===== src/rtl/cpu_pkg.sv =====
// Shared pipeline types and encodings for the RV32 five-stage core.
// The ID/EX bundles are consumed unchanged by the ID_EX register.
package cpu_pkg;

  localparam logic [6:0] OP_R      = 7'b0110011;
  localparam logic [6:0] OP_IMM    = 7'b0010011;
  localparam logic [6:0] OP_LOAD   = 7'b0000011;
  localparam logic [6:0] OP_STORE  = 7'b0100011;
  localparam logic [6:0] OP_BRANCH = 7'b1100011;

  localparam logic [1:0] ALUOP_MEM = 2'b00;
  localparam logic [1:0] ALUOP_BR  = 2'b01;
  localparam logic [1:0] ALUOP_R   = 2'b10;
  localparam logic [1:0] ALUOP_I   = 2'b11;

  typedef struct packed {
    logic [31:0] pc_address;
    logic [31:0] reg_read_data1;
    logic [31:0] reg_read_data2;
    logic [31:0] imm;
    logic [3:0]  funct_inst_bits;
    logic [4:0]  rd;
  } id_ex_data_t;

  typedef struct packed {
    logic       WB_reg_write;
    logic       WB_mem_to_reg;
    logic       M_branch;
    logic       M_mem_read;
    logic       M_mem_write;
    logic       EX_ALU_Src;
    logic [1:0] EX_ALU_Op;
  } id_ex_control_t;

  function automatic logic [31:0] imm_i(input logic [31:0] instr);
    return {{20{instr[31]}}, instr[31:20]};
  endfunction

  function automatic logic [31:0] imm_s(input logic [31:0] instr);
    return {{20{instr[31]}}, instr[31:25], instr[11:7]};
  endfunction

  function automatic logic [31:0] imm_b(input logic [31:0] instr);
    return {{19{instr[31]}}, instr[31], instr[7], instr[30:25], instr[11:8], 1'b0};
  endfunction

endpackage


===== src/rtl/reg_file.sv =====
// Architectural register file: async clear, one write port, two combinational
// read ports with write-to-read bypass; x0 is never stored and always reads 0.
module reg_file #(
  parameter int NUM_REGS = 32,
  parameter int XLEN     = 32
) (
  input  logic            clock,
  input  logic            reset,
  input  logic            we,
  input  logic [4:0]      waddr,
  input  logic [XLEN-1:0] wdata,
  input  logic [4:0]      raddr1,
  input  logic [4:0]      raddr2,
  output logic [XLEN-1:0] rdata1,
  output logic [XLEN-1:0] rdata2
);

  logic [XLEN-1:0] regs [NUM_REGS];
  logic [4:0]      raddr [2];
  logic [XLEN-1:0] rdata [2];
  logic            wr_en;

  assign wr_en = we && (waddr != 5'd0);

  always_ff @(posedge clock or posedge reset) begin
    if (reset) begin
      for (int i = 0; i < NUM_REGS; i++) regs[i] <= '0;
    end else if (wr_en) begin
      regs[waddr] <= wdata;
    end
  end

  assign raddr[0] = raddr1;
  assign raddr[1] = raddr2;

  // Bypass stays live during reset so a pending write-back value is still visible.
  genvar gi;
  generate
    for (gi = 0; gi < 2; gi++) begin : g_rd
      always_comb begin
        rdata[gi] = '0;
        if (raddr[gi] != 5'd0) begin
          if (wr_en && waddr == raddr[gi]) rdata[gi] = wdata;
          else                             rdata[gi] = regs[raddr[gi]];
        end
      end
    end
  endgenerate

  assign rdata1 = rdata[0];
  assign rdata2 = rdata[1];

endmodule


===== src/rtl/id_stage.sv =====
// Instruction decode: control generation, immediates, register reads and
// load-use hazard detection, all combinational from the IF/ID contents.
module id_stage
  import cpu_pkg::*;
#(
  parameter int NUM_REGS = 32,
  parameter int XLEN     = 32
) (
  input  logic            clock,
  input  logic            reset,
  input  logic [31:0]     if_id_pc,
  input  logic [31:0]     if_id_instr,
  input  logic            wb_reg_write,
  input  logic [4:0]      wb_rd,
  input  logic [XLEN-1:0] wb_data,
  input  logic            ex_mem_read,
  input  logic [4:0]      ex_rd,
  input  logic            flush,
  output id_ex_data_t     data_out,
  output id_ex_control_t  control_out,
  output logic            stall
);

  logic [6:0]      opcode;
  logic [4:0]      rs1;
  logic [4:0]      rs2;
  logic [XLEN-1:0] rdata1;
  logic [XLEN-1:0] rdata2;
  logic [31:0]     imm;
  logic            rs1_used;
  logic            rs2_used;
  logic            hazard;
  id_ex_control_t  ctrl;

  assign opcode = if_id_instr[6:0];
  assign rs1    = if_id_instr[19:15];
  assign rs2    = if_id_instr[24:20];

  reg_file #(
    .NUM_REGS (NUM_REGS),
    .XLEN     (XLEN)
  ) u_reg_file (
    .clock  (clock),
    .reset  (reset),
    .we     (wb_reg_write),
    .waddr  (wb_rd),
    .wdata  (wb_data),
    .raddr1 (rs1),
    .raddr2 (rs2),
    .rdata1 (rdata1),
    .rdata2 (rdata2)
  );

  always_comb begin
    ctrl     = '0;
    imm      = '0;
    rs1_used = 1'b0;
    rs2_used = 1'b0;
    case (opcode)
      OP_R: begin
        ctrl.WB_reg_write = 1'b1;
        ctrl.EX_ALU_Op    = ALUOP_R;
        rs1_used          = 1'b1;
        rs2_used          = 1'b1;
      end
      OP_IMM: begin
        ctrl.WB_reg_write = 1'b1;
        ctrl.EX_ALU_Src   = 1'b1;
        ctrl.EX_ALU_Op    = ALUOP_I;
        imm               = imm_i(if_id_instr);
        rs1_used          = 1'b1;
      end
      OP_LOAD: begin
        ctrl.WB_reg_write  = 1'b1;
        ctrl.WB_mem_to_reg = 1'b1;
        ctrl.M_mem_read    = 1'b1;
        ctrl.EX_ALU_Src    = 1'b1;
        ctrl.EX_ALU_Op     = ALUOP_MEM;
        imm                = imm_i(if_id_instr);
        rs1_used           = 1'b1;
      end
      OP_STORE: begin
        ctrl.M_mem_write = 1'b1;
        ctrl.EX_ALU_Src  = 1'b1;
        ctrl.EX_ALU_Op   = ALUOP_MEM;
        imm              = imm_s(if_id_instr);
        rs1_used         = 1'b1;
        rs2_used         = 1'b1;
      end
      OP_BRANCH: begin
        ctrl.M_branch  = 1'b1;
        ctrl.EX_ALU_Op = ALUOP_BR;
        imm            = imm_b(if_id_instr);
        rs1_used       = 1'b1;
        rs2_used       = 1'b1;
      end
      default: ;
    endcase
  end

  // Only operands the instruction actually reads can create a load-use hazard.
  assign hazard = ex_mem_read && (ex_rd != 5'd0) &&
                  (((ex_rd == rs1) && rs1_used) || ((ex_rd == rs2) && rs2_used));

  assign stall       = hazard && !reset;
  assign control_out = (hazard || flush || reset) ? '0 : ctrl;

  assign data_out.pc_address      = if_id_pc;
  assign data_out.reg_read_data1  = rdata1;
  assign data_out.reg_read_data2  = rdata2;
  assign data_out.imm             = imm;
  assign data_out.funct_inst_bits = {if_id_instr[30], if_id_instr[14:12]};
  assign data_out.rd              = if_id_instr[11:7];

endmodule


===== config.mk =====
export PLATFORM = sky130hd
export DESIGN_NAME = id_stage
export DESIGN_NICKNAME = d
export VERILOG_FILES = /design/src/rtl/cpu_pkg.sv /design/src/rtl/reg_file.sv /design/src/rtl/id_stage.sv
export SDC_FILE = /design/constraint.sdc
export NUM_CORES = 2
export LEC_CHECK = 0
export CORE_ASPECT_RATIO = 0.7
export CORE_MARGIN = 2
export CORE_UTILIZATION = 45
export CTS_BUF_LIST = sky130_fd_sc_hd__clkbuf_16
export CTS_CLUSTER_SIZE = 8
export DETAILED_ROUTE_END_ITERATION = 8
export PLACE_DENSITY = 0.72
export SYNTH_ARGS = -nofsm -noshare
export SYNTH_HDL_FRONTEND = slang
export SYNTH_HIERARCHICAL = 1
export SYNTH_SLANG_ARGS = --single-unit

===== constraint.sdc =====
create_clock -name clock -period 38.5 [get_ports clock]
set_input_delay 3.85 -clock clock [delete_from_list [all_inputs] [get_ports clock]]
set_output_delay 3.85 -clock clock [all_outputs]
set_load 0.03 [all_outputs]

==> flow_metrics.env <==
export IMPL_synthArstFlopShare=1.00
export IMPL_multi_input_area_sq_mm=0.0287
export IMPL_insertion_delay_ns=0.76
export IMPL_fin_nets=4238
export IMPL_netlist_area_leader_share=0.452
export IMPL_cts_inserted_buffers=145
export IMPL_intPower_uw=2340
export IMPL_grt_pass1_vias=39700
export IMPL_fin_tns_setup_ns=0
export IMPL_syn_nets=4291
export IMPL_cp_data_arrival_time_ns=8.77
export IMPL_grt_pass1_wl_um=286000
export IMPL_cts_max_level=4
export IMPL_synth_edf_count=0
export IMPL_syn_area_sq_mm=0.0567
export IMPL_ys_top_cells_by_area="dfrtp_1 (45%), mux2_2 (21%), mux4_2 (12%)"
export IMPL_initial_core_util=0.455
export IMPL_cp_end_kind="output port"
export IMPL_viasPerCell=6.94
export IMPL_portBuffers=186
export IMPL_fin_total_pwr_uw=3290
export IMPL_synthCells=4180
export IMPL_yosysUniqueCellTypes=69
export IMPL_ys_flop_type="dfrtp_1"
export IMPL_wl_per_cell_um=33.9
export IMPL_drv_slew=0
export IMPL_startpoint_type="input pin"
export IMPL_synth_compound_area_frac=0.0641
export IMPL_instances_no_fill=5794
export IMPL_floorplan_rows=108
export IMPL_place_gp_congestion=0.878
export IMPL_power_frac_seq=0.438
export IMPL_synthXorXnorAreaFrac=0.00309
export IMPL_status="finished clean"
export IMPL_num_vias=40200
export IMPL_p_sw_frac=0.290
export IMPL_drc_errors=0
export IMPL_critPathKind="input pin to output port"
export IMPL_ctsResizeCount=0
export IMPL_cts_sinks=1024
export IMPL_place_inst=5630
export IMPL_ys_warn_count=6
export IMPL_die_area_sq_mm=0.129
export IMPL_track_usage=0.302
export IMPL_critical_path_required_ns=34.65
export IMPL_finalHoldViolCount=0
export IMPL_ir_drop_uv=42.6
export IMPL_slowest_delay_ns=0.92
export IMPL_largest_registers="u_reg_file/regs x1024"
export IMPL_hp_class="register to register"
export IMPL_ios=257
export IMPL_synth_mux_area_frac=0.400
export IMPL_power_frac_comb=0.212
export IMPL_r2r_start="u_reg_file/regs[154]"
export IMPL_synth_simple_area_share=0.0343
export IMPL_maxCapViolCount=0
export IMPL_power_density_mw_per_mm2=52.1
export IMPL_grt_start_max_net_pins=184
export IMPL_path_max_fanout=118
export IMPL_crit_slowest_cell="buf_4"
export IMPL_fin_skew_ns=0
export IMPL_core_area_sq_mm=0.125
export IMPL_crit_start="if_id_instr[20]"
export IMPL_nFillCells=10400
export IMPL_layout_common_cells="mux2_2 (1038), dfrtp_1 (1024), mux2i_1 (398), mux4_2 (308), clkdlybuf4s50_1 (176)"
export IMPL_crit_end="data_out[47]"
export IMPL_cp_cell_sequence="buf_8, buf_12, buf_4, mux4_2, mux2i_1, a2111oi_0, nor4_1, nor2_1, clkdlybuf4s50_1"
export IMPL_synth_ff_latch_count=1024
export IMPL_avgSynthCellArea_sq_um=13.6
export IMPL_seq_area_sq_mm=0.0256
export IMPL_overflow=0
export IMPL_relSlewSlack=0.0424
export IMPL_synth_area_leader_cell="dfrtp_1"
export IMPL_fin_crit_ns=12.62
export IMPL_reg2reg_slack_ns=37.67
export IMPL_hpwl_um=117000
export IMPL_final_common_cell="mux2_2"
export IMPL_clock_path_buffers=3
export IMPL_dp_slack_ns=25.92
export IMPL_die_w_um=428
export IMPL_synth_fa_ha_area_frac=0
export IMPL_hold_buffers=0
export IMPL_p_clk_frac=0.350
export IMPL_fin_crit_sh=0.328
export IMPL_max_clock_freq_ghz=0.0792
export IMPL_area_growth_pct=11.4
export IMPL_synth_top_family_by_area="multiplexers"
export IMPL_clkTransAtPathRegs_ns=0.05
export IMPL_ys_seq_area_frac=0.452
export IMPL_cts_root_buf="clkbuf_16"
export IMPL_ant_nets=0
export IMPL_post_cts_setup_buffers=0
export IMPL_post_route_cells_drive_above_1_share=0.413
export IMPL_reg2regPathDepth=1
export IMPL_leakage_uw=0.0275
export IMPL_r2r_end="u_reg_file/regs[154]"
export IMPL_design_area_sq_mm=0.0632
export IMPL_largest_reg_flops=1024
export IMPL_switching_power_uw=954
export IMPL_regMostFlops="u_reg_file/regs"
export IMPL_fin_ws_ns=25.88
export IMPL_tightestPinTransition_ns=1.43
export IMPL_setup_viol=0
export IMPL_place_area_sq_mm=0.0593
export IMPL_first_iter_violations=5490
export IMPL_cts_tree="built"
export IMPL_die_y_um=301
export IMPL_drtPass1Iterations=5
export IMPL_rsz0062_at_grt="false"
export IMPL_drt_wl_total_um=197000
export IMPL_antenna_found_initial=13
per-layer routing:
metal	track usage	part of all wire	up-vias	wire (um)
li1	-	-	15800	-
met1	0.415	0.40	21200	78300
met2	0.430	0.43	2704	84100
met3	0.106	0.13	538	25200
met4	0.139	0.045	12	8930
met5	0	0.00035	-	69
power by group through the flow:
stage / Sequential (uW) / Clock, uW / Combinational (uW)
2_1_floorplan: 1400 / 0 / 527
3_3_place_gp: 1430 / 0 / 671
3_5_place_dp: 1450 / 0 / 688
4_1_cts: 1430 / 1160 / 691
5_1_grt: 1460 / 1210 / 738
6_report: 1440 / 1150 / 699
Yosys cell counts (all sizes together), types with 33 or more instances:
| cell type | number |
|---|---|
| a21oi | 56 |
| a221o | 41 |
| a221oi | 72 |
| a22o | 33 |
| a22oi | 60 |
| buf | 292 |
| clkbuf | 227 |
| dfrtp | 1024 |
| mux2 | 1048 |
| mux2i | 398 |
| mux4 | 308 |
| nand2 | 53 |
| nor2 | 105 |
| nor3 | 67 |
| o21ai | 68 |
| o22ai | 41 |
layout make-up:
type | instances | share of cell area
diodes | 5 | 0.000198
clock buffers | 149 | 0.0590
clock inverters | 10 | 0.00228
inverters | 6 | 0.000475
multi-input cells | 2631 | 0.454
flip-flops and latches | 1024 | 0.406
well taps | 1650 | 0.0327
repair buffers | 319 | 0.0461
per-stage QoR:
stage / utilization / hold WS (ns)
global placement: 0.476 / 0.380
global route: 0.507 / 0.408
floorplan: - / 0.441
CTS: 0.507 / 0.397
detailed placement: 0.476 / 0.384
finish: 0.507 / 0.395
worst min-delay path by stage:
stage,slack (ns),endpoint,depth (start not counted),startpoint
floorplan,0.44,u_reg_file/regs[1000],1,u_reg_file/regs[1000]
global placement,0.38,u_reg_file/regs[996],0,u_reg_file/regs[996]
detailed placement,0.38,u_reg_file/regs[1007],0,u_reg_file/regs[1007]
CTS,0.40,u_reg_file/regs[1007],0,u_reg_file/regs[1007]
global route,0.41,u_reg_file/regs[1014],0,u_reg_file/regs[1014]
finish,0.40,u_reg_file/regs[1007],0,u_reg_file/regs[1007]
cells by family after synthesis:
kind of cell / after synthesis
and+or+nand+nor: 373
AOI/OAI and AO/OA: 484
xor gates and xnor gates: 20
DFF: 1024
muxes: 1754
buffers and inverters: 525
worst max-delay path: cells and delay by family:
kind / cells / cell delay, ns
AOI/OAI and AO/OA: 1 / 0.11
buffers and inverters: 4 / 2.84
muxes: 2 / 0.75
and+or+nand+nor: 2 / 0.93
Note: power is estimated with default switching activity, not from simulation.
